### config.mk
export PLATFORM = sky130hd
export DESIGN_NAME = vec2bram_writer
export DESIGN_NICKNAME = d
export VERILOG_FILES = /design/src/rtl/vec2bram_writer.sv
export SDC_FILE = /design/constraint.sdc
export NUM_CORES = 1
export LEC_CHECK = 0
export ABC_AREA = 0
export BUFFER_PORTS_ARGS = -buffer_cell sky130_fd_sc_hd__buf_2
export CORE_MARGIN = 2
export CORE_UTILIZATION = 45
export DETAILED_ROUTE_END_ITERATION = 10
export PLACE_DENSITY = 0.87
export SKIP_LAST_GASP = 1
export SYNTH_ARGS = -nofsm -noshare
export SYNTH_HDL_FRONTEND = slang
export SYNTH_SLANG_ARGS = --single-unit
### constraint.sdc
create_clock -name clk -period 1.3 [get_ports clk]
set_input_delay 0 -clock clk [delete_from_list [all_inputs] [get_ports clk]]
set_output_delay 0 -clock clk [all_outputs]
set_load 0.05 [all_outputs]
### src/rtl/vec2bram_writer.sv
// vec2bram_writer
// ---------------
// Writes a flat result vector from the PL datapath into port B of the shared
// 2048 x 32-bit block memory. Element i lands at word address BASE_ADDR + i.
// The PS reads the result through port A.
//
// Optional feature (compile-time macro VEC2BRAM_SEQNUM_EN):
//   After every complete vector, a 32-bit sequence word is written at
//   BASE_ADDR + VLEN. The first transfer after reset writes 1, and the count
//   wraps from 0xFFFFFFFF to 0. Software polls this word to know when a
//   complete, consistent vector has landed. Without the macro, that address
//   is never touched.
//
// Parameters:
//   VLEN       number of 32-bit elements (>= 1)
//   BASE_ADDR  word address of element 0 (BASE_ADDR + VLEN + 1 <= 2048)
//
// Ports:
//   clk, rst   clock; synchronous active-high reset
//   vec_in     flat vector, element i = vec_in[32*i +: 32]
//   vec_valid  vec_in holds a new vector
//   vec_ready  block can accept a vector (IDLE and not in reset)
//   busy       transfer in progress (state != IDLE)
//   done       one-cycle pulse after the last BRAM write of a transfer
//   bram_*     port B address / write data / enable / write enable (registered)
//
// Handshake: a vector is transferred on every rising edge where vec_valid and
// vec_ready are both high. vec_valid and vec_in are ignored at all other times,
// and the producer may change or drop them freely while the block is busy.

module vec2bram_writer #(
    parameter int VLEN      = 1,
    parameter int BASE_ADDR = 0
) (
    input  logic                   clk,
    input  logic                   rst,
    input  logic [32*VLEN-1:0]     vec_in,
    input  logic                   vec_valid,
    output logic                   vec_ready,
    output logic                   busy,
    output logic                   done,
    output logic [10:0]            bram_addr,
    output logic [31:0]            bram_din,
    output logic                   bram_en,
    output logic                   bram_we
);

    localparam int IW = $clog2(VLEN + 1);
    localparam logic [IW-1:0] LAST_IDX = IW'(VLEN - 1);

`ifdef VEC2BRAM_SEQNUM_EN
    typedef enum logic [1:0] {IDLE = 2'd0, WRITE = 2'd1, DONE = 2'd2, SEQ = 2'd3} state_t;
`else
    typedef enum logic [1:0] {IDLE = 2'd0, WRITE = 2'd1, DONE = 2'd2} state_t;
`endif

    state_t state;
    state_t next_state;

    // The shadow holds the words that have not been driven yet, with the next
    // one in bits [31:0]. Word 0 goes straight from vec_in to bram_din at the
    // accepting edge, so the shadow is loaded with the remaining words only.
    logic [32*VLEN-1:0] shadow;
    logic [IW-1:0]      idx;     // index of the word currently on the port
    logic               accept;
    logic               last_word;

`ifdef VEC2BRAM_SEQNUM_EN
    logic [31:0] seq_cnt;
`endif

    assign vec_ready = (state == IDLE) && !rst;
    assign busy      = (state != IDLE);
    assign accept    = vec_valid && vec_ready;
    assign last_word = (idx == LAST_IDX);

    // ---------------- state register ----------------
    always_ff @(posedge clk) begin
        if (rst) begin
            state <= IDLE;
        end else begin
            state <= next_state;
        end
    end

    // ---------------- next-state logic ----------------
    always_comb begin
        next_state = state;
        case (state)
            IDLE: begin
                if (accept) begin
                    next_state = WRITE;
                end
            end
            WRITE: begin
                if (last_word) begin
`ifdef VEC2BRAM_SEQNUM_EN
                    next_state = SEQ;
`else
                    next_state = DONE;
`endif
                end
            end
`ifdef VEC2BRAM_SEQNUM_EN
            SEQ:     next_state = DONE;
`endif
            DONE:    next_state = IDLE;
            default: next_state = IDLE;
        endcase
    end

    // ---------------- datapath and registered port outputs ----------------
    // The outputs for cycle n+1 are computed from the state in cycle n. As a
    // result, the word registered at the accepting edge is on the port during
    // the very next cycle.
    always_ff @(posedge clk) begin
        if (rst) begin
            bram_en   <= 1'b0;
            bram_we   <= 1'b0;
            bram_addr <= 11'd0;
            bram_din  <= 32'd0;
            done      <= 1'b0;
            idx       <= '0;
`ifdef VEC2BRAM_SEQNUM_EN
            seq_cnt   <= 32'd0;
`endif
        end else begin
            bram_en <= 1'b0;
            bram_we <= 1'b0;
            done    <= 1'b0;
            case (state)
                IDLE: begin
                    if (accept) begin
                        shadow    <= vec_in >> 32;
                        idx       <= '0;
                        bram_en   <= 1'b1;
                        bram_we   <= 1'b1;
                        bram_addr <= 11'(BASE_ADDR);
                        bram_din  <= vec_in[31:0];
                    end
                end
                WRITE: begin
                    if (!last_word) begin
                        idx       <= idx + 1'b1;
                        shadow    <= shadow >> 32;
                        bram_en   <= 1'b1;
                        bram_we   <= 1'b1;
                        bram_addr <= 11'(BASE_ADDR + 32'(idx) + 1);
                        bram_din  <= shadow[31:0];
                    end else begin
`ifdef VEC2BRAM_SEQNUM_EN
                        bram_en   <= 1'b1;
                        bram_we   <= 1'b1;
                        bram_addr <= 11'(BASE_ADDR + VLEN);
                        bram_din  <= seq_cnt + 32'd1;
                        seq_cnt   <= seq_cnt + 32'd1;
`else
                        done      <= 1'b1;
`endif
                    end
                end
`ifdef VEC2BRAM_SEQNUM_EN
                SEQ: begin
                    done <= 1'b1;
                end
`endif
                default: begin
                end
            endcase
        end
    end

endmodule
==> metrics.md, run 1 <==
| Metric | Value |
|---|---|
| F_max | `0.831 GHz` |
| First-pass GRT wire length | `between 5000 and 6000 µm` |
| Gp weighted congestion | `~0.71` |
| CP top delay family | `flip-flops` |
| Die Span Y | `65.6 µm` |
| Post-Syn Instances | `approximately 160` |
| Worst-Skew Late Latency | `0.28 ns` |
| Post_cts resized | `0` |
| GRT Residual Overflow | `0` |
| Proportion of layout cells with a drive suffix above 1 | `0.326` |
| PortBufs | `72` |
| Critical Path Fanout Max | `14` |
| Reg2reg start | `state[0]$_SDFFE_PP0P_` |
| DRT antenna net count | `0` |
| Crit path launch type | `flip-flop` |
| Critical path, cell by cell | `nor3b_4 > buf_12 > mux2i_1` |
| CP required | `1.49 ns` |
| Critical path buffer and inverter count | `1` |
| Endpoint type of the worst setup path | `flip-flop` |
| Crit. path cell count | `3` |
| Area Overhead vs Synth | `45.7%` |
| Critical Setup Path Class | `reg2reg` |
| Share of the yosys chip area belonging to registers | `0.434` |
| R2R depth | `3` |
| Ys Warns | `0` |
| Ant. Diodes | `0` |
| CTS buffer count | `5` |
| Worst path arrival time | `1.40 ns` |
| H-tree depth | `2` |
| Num Clock Sinks | `37` |
| Final Cycle Share | `0.925` |
| CTS tree | `done` |
| DR iter-0 viols | `44` |
| Post-synth cell types | `14` |
| Tot Pwr | `2.89 mW` |
| Status | `finished clean` |
| DIE WIDTH | `65.6 µm` |
| DRC | `0` |
| Worst-path clk slew | `0.07 ns` |
| Detailed Place HPWL | `around 2200 µm` |
| Top cells by area, synth | `dfxtp_1 43%, nand2b_1 23%, mux2i_1 19%, buf_4 4.8%, buf_12 3.5%` |
| Slowest-stage cell, CP | `dfxtp_1` |
| Pwr/cell area | `1160 mW/mm²` |
| Final setup viols | `0` |
| Critical Path Sink | `bram_din[24]$_SDFFE_PP0P_` |
| Initial antenna violation count | `0` |
| Reg-to-reg setup timing slack | `just under 0.1 ns` |
| Avg Cell Area, Syn | `10.4 µm²` |
| Max clock buf depth | `2` |
| IR drop worst, VDD | `approximately 0.87 mV` |
| I/O Pins | `83` |
| Min-delay worst type | `in2reg` |
| Max capacitance violation total | `0` |
| CTS Hold Buffers Added | `32` |
| Worst path max stage delay | `~0.37 ns` |
| Core ar. | `0.00366 mm²` |
| Final Skew | `0.00631 ns` |
| Leakage | `1.19 nW` |
| FF-to-FF End | `bram_din[24]$_SDFFE_PP0P_` |
| Hold Crit Depth | `3` |
| RSZ-0062 raised after global routing | `no` |
| Vias in the first global route | `1287` |
| Initial core utilization | `0.466` |
| Fin. max-slew vios | `0` |
| Final WL | `3440 µm` |
| Leading area contributor after synthesis | `dfxtp_1` |
| Final Hold Vio Count | `0` |
| Routed length per instance | `around 11 µm` |
| Post-CTS setup buffer count | `0` |
| 1st-pass router iterations | `4` |
| Synth Cell Area | `0.00171 mm²` |
| Std cell rows | `22` |
| Via Count | `~1400` |
| Die area | `0.00430 mm²` |
| Largest net degree at the start of global routing | `40` |
| Flops & latches, synth | `37` |
| Worst setup path start | `state[0]$_SDFFE_PP0P_` |
| Layout Utilization | `0.679` |
| Final net count | `301` |
| Top-area cell type share of the netlist area | `0.434` |
| Clk root buf | `clkbuf_8` |
| Setup TNS | `0 ns` |
| Worst hold margin | `0.0113 ns` |
| Post-layout min period | `between 1 and 1.5 ns` |
| Tot GR Track Use | `0.168` |
| Via density | `4.31` |
[worst min-delay path, cell delays in order]
cell and delay (ns):
buf_2 0.10, nand2b_1 0.05, mux2i_1 0.08
[final cells by class]
cell class,instances,area (µm²)
multi-input cells,114,835
flip-flops and latches,37,741
fillers,264,1180
well taps,48,60.1
repair buffers,108,748
clock inverters,1,5.00
clock buffers,7,96.3
[placed cells by master, fill, tap and decap left out, drive strengths merged]
| cell type | instances |
|---|---|
| and2 | 2 |
| nor3 | 1 |
| dfxtp | 37 |
| nor3b | 4 |
| dlygate4sd3 | 32 |
| buf | 76 |
| clkbuf | 7 |
| conb | 10 |
| clkinv | 1 |
| mux2i | 32 |
| or2 | 1 |
| nand2b | 64 |
[flip-flops by register name, indices dropped and copies added, names as in the netlist]
name	count
bram_din	32
state	2
bram_addr	1
bram_we	1
done	1
[cell usage after synthesis]
master	n
conb_1	1
nor3_1	1
dfxtp_1	37
buf_4	11
nor3b_2	1
buf_6	1
or2_2	1
buf_2	1
nor3b_1	3
buf_12	3
mux2i_1	32
clkbuf_1	6
and2_1	2
nand2b_1	64
[through the flow]
stage | cell area (µm²) | std cells | setup WS, ns
3_5_place_dp | 2060 | 275 | 0.107
2_1_floorplan | 1750 | 173 | 0.204
3_3_place_gp | 2060 | 275 | 0.157
4_1_cts | 2480 | 315 | 0.0952
6_report | 2480 | 315 | 0.0969
5_1_grt | 2480 | 315 | 0.0321
[per-layer routing]
| layer | share of wire | vias to the layer above | global-route usage |
|---|---|---|---|
| met5 | 0 | - | 0 |
| met4 | 0 | 0 | 0.0547 |
| met3 | 0.048 | 0 | 0.0445 |
| met2 | 0.53 | 42 | 0.314 |
| met1 | 0.42 | 612 | 0.181 |
| li1 | - | 704 | - |
[worst min-delay path by stage]
| stage | start | to | slack, ns |
|---|---|---|---|
| 3_3_place_gp | vec_valid | bram_we$_SDFF_PP0_ | 0.24 |
| 5_1_grt | vec_in[24] | bram_din[24]$_SDFFE_PP0P_ | 0.009 |
| 3_5_place_dp | vec_valid | state[0]$_SDFFE_PP0P_ | 0.25 |
| 6_report | vec_in[24] | bram_din[24]$_SDFFE_PP0P_ | 0.01 |
| 4_1_cts | vec_in[24] | bram_din[24]$_SDFFE_PP0P_ | 0.001 |
| 2_1_floorplan | vec_valid | bram_we$_SDFF_PP0_ | 0.12 |
[kinds of logic after synthesis]
family / after synthesis / synth area share
muxes: 32 / 0.188
buffers and inverters: 22 / 0.106
other: 1 / 0.00220
and+or+nand+nor: 72 / 0.269
DFF: 37 / 0.434
[power breakdown]
| group | internal [mW] | switching (mW) |
|---|---|---|
| clock network | 0.479 | 0.370 |
| logic | 0.288 | 0.505 |
| registers | 1.21 | 0.0423 |
Note: power is estimated with default switching activity, not from simulation.
==> inputs of run 2 (changes only) <==
--- a/config.mk
+++ b/config.mk
@@ -7,6 +7,7 @@
 export LEC_CHECK = 0
 export ABC_AREA = 0
 export BUFFER_PORTS_ARGS = -buffer_cell sky130_fd_sc_hd__buf_2
+export CORE_ASPECT_RATIO = 0.75
 export CORE_MARGIN = 2
 export CORE_UTILIZATION = 45
 export DETAILED_ROUTE_END_ITERATION = 10
==> run 2 against run 1 <==
Clock power increased by 14%. Highest routed layer is now met4. Setup slack better by 0.0062 ns. Critical endpoint is now bram_din[3]$_SDFFE_PP0P_. Non-clock buffer count did not move. Power rose by 3.9%. Routed wire length is 4.0% higher. Largest power group unchanged. Largest cell class unchanged. Register-to-register slack is essentially flat. Count of clock-buffer cells in the layout fell by 1.
==> metrics.md, run 2 (synthesis results as in run 1) <==
| Metric | Value |
|---|---|
| Final net count | `301 (unchanged)` |
| CP required | `1.51 ns (+0.02 ns)` |
| Met2 Usage GRT | `0.317 (+0.00327)` |
| 1st-pass router iterations | `4 (unchanged)` |
| Gp weighted congestion | `0.636 (-11%)` |
| Hold Crit Depth | `3 (unchanged)` |
| Num Clock Sinks | `37 (unchanged)` |
| IR drop worst, VDD | `0.728 mV (-16%)` |
| Ant. Diodes | `0 (unchanged)` |
| Max clock buf depth | `2 (unchanged)` |
| Biggest regs | `bram_din x32, state x2` |
| Routed length per instance | `11.2 µm (+2.7%)` |
| First-pass GRT wire length | `5710 µm (+2.2%)` |
| Vias in the first global route | `1314 (+2.1%)` |
| Crit. path cell count | `3 (unchanged)` |
| Largest net degree at the start of global routing | `69 (+73%)` |
| Final Hold Vio Count | `0 (unchanged)` |
| DRC | `0 (unchanged)` |
| Critical path buffer and inverter count | `1 (unchanged)` |
| Leakage | `1.18 nW (-0.30%)` |
| Via Count | `1371 (+0.96%)` |
| Slowest-stage cell, CP | `dfxtp_1` |
| Initial antenna violation count | `0 (unchanged)` |
| Fin. max-slew vios | `0 (unchanged)` |
| Most common cell after layout, fill and taps aside | `buf_2` |
| Status | `finished clean` |
| Setup TNS | `0 ns (unchanged)` |
| Tot Pwr | `3.01 mW (+3.9%)` |
| F_max | `0.835 GHz (+0.52%)` |
| Gr busiest metal | `met2` |
| Multi-input gate area in the final layout | `835 µm² (unchanged)` |
| PortBufs | `72 (unchanged)` |
| Detailed Place HPWL | `2080 µm (-6.5%)` |
| DRT antenna net count | `0 (unchanged)` |
| Max reg flops | `32 (unchanged)` |
| Core ar. | `0.00364 mm² (-0.65%)` |
| Clk root buf | `clkbuf_8` |
| Final setup viols | `0 (unchanged)` |
| Via density | `4.30 (-0.31%)` |
| Met3 Usage GRT | `0.0654 (+0.0209)` |
| CTS buffer count | `5 (unchanged)` |
| DR iter-0 viols | `24 (-45%)` |
| Endpoint type of the worst setup path | `flip-flop` |
| FF+latch area | `741 µm² (unchanged)` |
| Initial core utilization | `0.469 (+0.00304)` |
| Area Overhead vs Synth | `46.0%` |
| Most frequent cells in the layout | `72 x buf_2, 64 x nand2b_1, 37 x dfxtp_1` |
| Pwr/cell area | `1210 mW/mm² (+3.7%)` |
| Worst path arrival time | `1.40 ns (about the same)` |
| R2R depth | `3 (unchanged)` |
| Fill cells | `299 (+13%)` |
| Final WL | `3580 µm (+4.0%)` |
| Post_cts resized | `0 (unchanged)` |
| Die Span Y | `57.3 µm (-13%)` |
| Std cell rows | `19 (-14%)` |
| H-tree depth | `2 (unchanged)` |
| Critical Setup Path Class | `reg2reg` |
| Worst path max stage delay | `0.37 ns (about the same)` |
| Max capacitance violation total | `0 (unchanged)` |
| DIE WIDTH | `75.1 µm (+15%)` |
| Critical Path Fanout Max | `30 (+16)` |
| CP top delay family | `flip-flops` |
| RSZ-0062 raised after global routing | `no` |
| Top reg by flops | `bram_din` |
| Final Skew | `0.00588 ns (-0.000431 ns)` |
| Post-layout min period | `1.20 ns (-0.00618 ns)` |
| I/O Pins | `83 (unchanged)` |
| Post-CTS setup buffer count | `0 (unchanged)` |
| Proportion of layout cells with a drive suffix above 1 | `0.318 (-0.00749)` |
| Die area | `0.00430 mm² (+0.13%)` |
| Met1 usage | `0.188 (+0.00683)` |
| Final Cycle Share | `0.921 (-0.00475)` |
| Critical path, cell by cell | `nor3b_4 > buf_12 > mux2i_1` |
| GRT Residual Overflow | `0 (unchanged)` |
| Worst-Skew Late Latency | `0.28 ns (about the same)` |
| CTS tree | `done` |
| Min-delay worst type | `in2reg` |
| CTS Hold Buffers Added | `33 (+3.1%)` |
| Worst-path clk slew | `0.07 ns (about the same)` |
| Crit path launch type | `flip-flop` |
| Tot GR Track Use | `0.177 (+0.00895)` |
-- run 2: worst reg2reg max path, delay by kind of cell, from the launching register on --
family	cells	cell delay, ns
buffers and inverters	1	0.26
AND/OR/NAND/NOR	1	0.27
multiplexers	1	0.22
flip-flops	1	0.37
-- run 2: path summary, 6_finish.rpt --
check                              endpoint  slack (ns)                 startpoint
hold / removal              done$_SDFF_PP0_        0.17                        rst
hold reg to reg   bram_din[23]$_SDFFE_PP0P_        0.47  bram_din[23]$_SDFFE_PP0P_
setup reg to reg   bram_din[3]$_SDFFE_PP0P_        0.10      state[0]$_SDFFE_PP0P_
setup / recovery   bram_din[3]$_SDFFE_PP0P_        0.10      state[0]$_SDFFE_PP0P_
-- run 2: layout make-up --
| cell class | count | share of cell area |
|---|---|---|
| clock inverter | 2 | 0.0156 |
| tap | 52 | 0.0261 |
| timing repair buffer | 108 | 0.296 |
| sequential | 37 | 0.297 |
| clock buffer | 6 | 0.0291 |
| multi-input combinational | 114 | 0.335 |
-- run 2: per-stage QoR --
step | hold slack (ns) | area [µm²] | setup WS [ns] | utilization | cells
floorplan | 0.122 | 1750 | 0.204 | - | 173
global placement | 0.241 | 2050 | 0.145 | 0.563 | 278
detailed placement | 0.243 | 2050 | 0.0917 | 0.563 | 278
CTS | 0.153 | 2490 | 0.0693 | 0.685 | 319
global route | 0.206 | 2490 | 0.00126 | 0.685 | 319
finish | 0.167 | 2490 | 0.103 | 0.685 | 319
-- run 2: routing by layer --
metal  vias to the layer above  part of all wire
met2                        50              0.49
met5                         -                 0
met4                         0            0.0042
met3                         2             0.077
li1                        703                 -
met1                       616              0.42
-- run 2: power breakdown --
group,switching (mW),internal (mW),total (mW)
combinational,0.506,0.282,0.788
sequential,0.0416,1.21,1.25
clock,0.393,0.576,0.968
total,0.940,2.07,3.01
==> inputs of run 3 (changes only) <==
--- a/config.mk
+++ b/config.mk
@@ -5,13 +5,13 @@
 export SDC_FILE = /design/constraint.sdc
 export NUM_CORES = 1
 export LEC_CHECK = 0
-export ABC_AREA = 0
+export ABC_AREA = 1
 export BUFFER_PORTS_ARGS = -buffer_cell sky130_fd_sc_hd__buf_2
 export CORE_ASPECT_RATIO = 0.75
 export CORE_MARGIN = 2
 export CORE_UTILIZATION = 45
 export DETAILED_ROUTE_END_ITERATION = 10
-export PLACE_DENSITY = 0.87
+export PLACE_DENSITY = 0.88
 export SKIP_LAST_GASP = 1
 export SYNTH_ARGS = -nofsm -noshare
 export SYNTH_HDL_FRONTEND = slang
==> run 3 against run 2 <==
Die area shrank 1.1%. Sequential power is essentially flat. Utilization shrank 1.2 points. Cell count grew 22%. Setup slack lost 0.0021 ns. Register-to-register slack gained 0.07 ns. Largest cell class is now non-clock buffers.
==> metrics.md, run 3 <==
| Metric | Value |
|---|---|
| Reg2reg start | `state[0]$_SDFFE_PP0P_` |
| Post-synth EDFFs | `0 (unchanged)` |
| Final Skew | `0.00376 ns (-0.00212 ns)` |
| Via density | `4.13 (-3.8%)` |
| Vias in the first global route | `1514 (+15%)` |
| Worst-Skew Late Latency | `0.28 ns (about the same)` |
| Finished Layout Cells | `390 (+22%)` |
| Final WL | `3900 µm (+8.9%)` |
| Proportion of layout cells with a drive suffix above 1 | `0.290 (-0.0284)` |
| Avg Cell Area, Syn | `7.14 µm² (-31%)` |
| F_max | `0.834 GHz (-0.18%)` |
| Worst hold margin | `0.0635 ns (-0.104 ns)` |
| GRT Residual Overflow | `0 (unchanged)` |
| Post-Syn Instances | `236 (+44%)` |
| Leakage | `1.25 nW (+6.0%)` |
| Cell with the most instances after synthesis | `nand2_1` |
| Via Count | `1612 (+18%)` |
| Initial antenna violation count | `0 (unchanged)` |
| DRT antenna net count | `0 (unchanged)` |
| Most frequent cells in the layout | `72 x buf_2, 64 x nand2_1, 37 x inv_1, 37 x dfxtp_1, 34 x nor2_1` |
| Core ar. | `0.00361 mm² (-0.65%)` |
| Max capacitance violation total | `0 (unchanged)` |
| PortBufs | `72 (unchanged)` |
| Critical Setup Path Class | `reg2out` |
| Fin. max-slew vios | `0 (unchanged)` |
| Tot Pwr | `2.82 mW (-6.4%)` |
| Ys Warns | `0 (unchanged)` |
| Placed Instances | `350 (+26%)` |
| DRC | `0 (unchanged)` |
| Top cells by area, synth | `dfxtp_1 44%, nand2_1 14%, inv_1 8.2%, nor2_1 7.8%, o21ai_1 6.5%` |
| Worst setup path start | `state[0]$_SDFFE_PP0P_` |
| Initial core utilization | `0.466 (-0.00246)` |
| CP required | `1.30 ns (-0.21 ns)` |
| Post-layout min period | `1.20 ns (+0.00212 ns)` |
| Status | `finished clean` |
| Final net count | `372 (+24%)` |
| Synth Cell Area | `0.00169 mm² (-1.2%)` |
| Leading area contributor after synthesis | `dfxtp_1` |
| Pwr/cell area | `1160 mW/mm² (-4.1%)` |
| Endpoint type of the worst setup path | `primary output` |
| First-pass GRT wire length | `6480 µm (+13%)` |
| Layout Utilization | `0.673 (-0.0118)` |
| Die area | `0.00426 mm² (-1.1%)` |
| Routed length per instance | `10.0 µm (-11%)` |
| Std cell rows | `19 (unchanged)` |
| R2R depth | `5 (+2)` |
| Tot GR Track Use | `0.197 (+0.0203)` |
| Setup TNS | `0 ns (unchanged)` |
| DR iter-0 viols | `94 (+290%)` |
| Final Cycle Share | `0.922 (+0.00163)` |
| Biggest regs | `bram_din x32, state x2` |
| Share of the yosys chip area belonging to registers | `0.439 (+0.00516)` |
| Final setup viols | `0 (unchanged)` |
| Post-CTS setup buffer count | `0 (unchanged)` |
| Top-area cell type share of the netlist area | `0.439 (+0.00516)` |
| 1st-pass router iterations | `4 (unchanged)` |
| Top cells by count, synth | `64 x nand2_1, 37 x dfxtp_1, 37 x inv_1` |
| Die Span Y | `57 µm (-0.55%)` |
| Worst-path clk slew | `0.06 ns (about the same)` |
| Min-delay worst type | `in2reg` |
| Fill cells | `322 (+7.7%)` |
| I/O Pins | `83 (unchanged)` |
| Num Clock Sinks | `37 (unchanged)` |
| Largest net degree at the start of global routing | `32 (-54%)` |
| CTS tree | `done` |
| Post-synth cell types | `16 (+2)` |
| Reg-to-reg setup timing slack | `0.17 ns (+0.07 ns)` |
| Area Overhead vs Synth | `44.2%` |
| H-tree depth | `2 (unchanged)` |
| Critical Path Sink | `vec_ready` |
| Most common cell after layout, fill and taps aside | `buf_2` |
| Max clock buf depth | `2 (unchanged)` |
| Flops & latches, synth | `37 (unchanged)` |
| Final Hold Vio Count | `0 (unchanged)` |
| IR drop worst, VDD | `0.825 mV (+13%)` |
| DIE WIDTH | `74.7 µm (-0.56%)` |
| Crit path launch type | `flip-flop` |
| FF-to-FF End | `bram_din[26]$_SDFFE_PP0P_` |
| Max reg flops | `32 (unchanged)` |
| CTS buffer count | `5 (unchanged)` |
| Detailed Place HPWL | `2460 µm (+18%)` |
| Ys flop type | `dfxtp_1` |
| Critical Path Fanout Max | `2 (-93%)` |
| RSZ-0062 raised after global routing | `no` |
| Hold Crit Depth | `4 (+1)` |
| Worst path arrival time | `1.20 ns (-0.20 ns)` |
| Ant. Diodes | `0 (unchanged)` |
| Top reg by flops | `bram_din` |
| Ys async rst share | `0 (unchanged)` |
| Gp weighted congestion | `0.709 (+11%)` |
| Clk root buf | `clkbuf_8` |
-- run 3: cell count changes after synthesis, sizes merged, moves of 7 or more --
cell    before  now
inv          0   38
nor2         0   36
nand2        0   65
mux2i       32    0
nand2b      64    0
o21ai        0   32
buf         16   23
-- run 3: critical path: stages, from the launching register on --
cell and delay, ns:
dfxtp_1 0.34, nor2_4 0.14, inv_1 0.08, nor2_2 0.08
buf_2 0.27
-- run 3: worst min path at each step --
stage | from | to | slack, ns
after CTS | vec_in[19] | bram_din[19]$_SDFFE_PP0P_ | 0.0005
after floorplan | vec_in[15] | bram_din[15]$_SDFFE_PP0P_ | 0.15
final | rst | bram_addr[0]$_SDFFE_PP0P_ | 0.06
after global placement | vec_in[27] | bram_din[27]$_SDFFE_PP0P_ | 0.26
after detailed placement | vec_in[16] | bram_din[16]$_SDFFE_PP0P_ | 0.26
after global routing | rst | bram_addr[0]$_SDFFE_PP0P_ | 0.07
-- run 3: repair_timing --
item	CTS	global route
endpoints found under the hold margin	31	1
hold buffers	31	1
gates resized for setup	0	0
-- run 3: layout make-up --
| cell class | instances | area, µm² | share of cell area |
|---|---|---|---|
| Timing Repair Buffer | 110 | 751 | 0.309 |
| Sequential cell | 37 | 741 | 0.305 |
| Multi-Input combinational cell | 145 | 649 | 0.267 |
| Inverter | 38 | 145 | 0.0597 |
| Clock buffer | 8 | 80.1 | 0.0329 |
| Tap cell | 52 | 65.1 | 0.0268 |
-- run 3: cell families (layout without fill, tap and decap cells) --
logic type      Yosys count  count (layout)  synth area share
simple gates            103             103             0.244
buf+inv                  63             156             0.197
flops                    37              37             0.439
compound gates           32              32             0.117
other cells               1              10           0.00223
-- run 3: metal layers --
layer | vias up | global-route usage | share of wire
met4 | 0 | 0.0536 | 0.0079
met3 | 5 | 0.0583 | 0.062
met2 | 58 | 0.348 | 0.49
met1 | 676 | 0.232 | 0.44
li1 | 873 | - | -
met5 | - | 0 | 0
-- run 3: where the power goes --
part / total, mW / switching, mW / internal [mW]
clock: 0.730 / 0.350 / 0.380
sequential: 1.26 / 0.0420 / 1.22
combinational: 0.828 / 0.578 / 0.250
total: 2.82 / 0.970 / 1.85
-- run 3: metrics by stage --
stage,instance area [µm²],worst slack (ns)
after floorplan,1720,0.126
after global placement,2030,0.206
after CTS,2420,0.0919
after global routing,2430,0.0486
final,2430,0.101
after detailed placement,2030,0.175
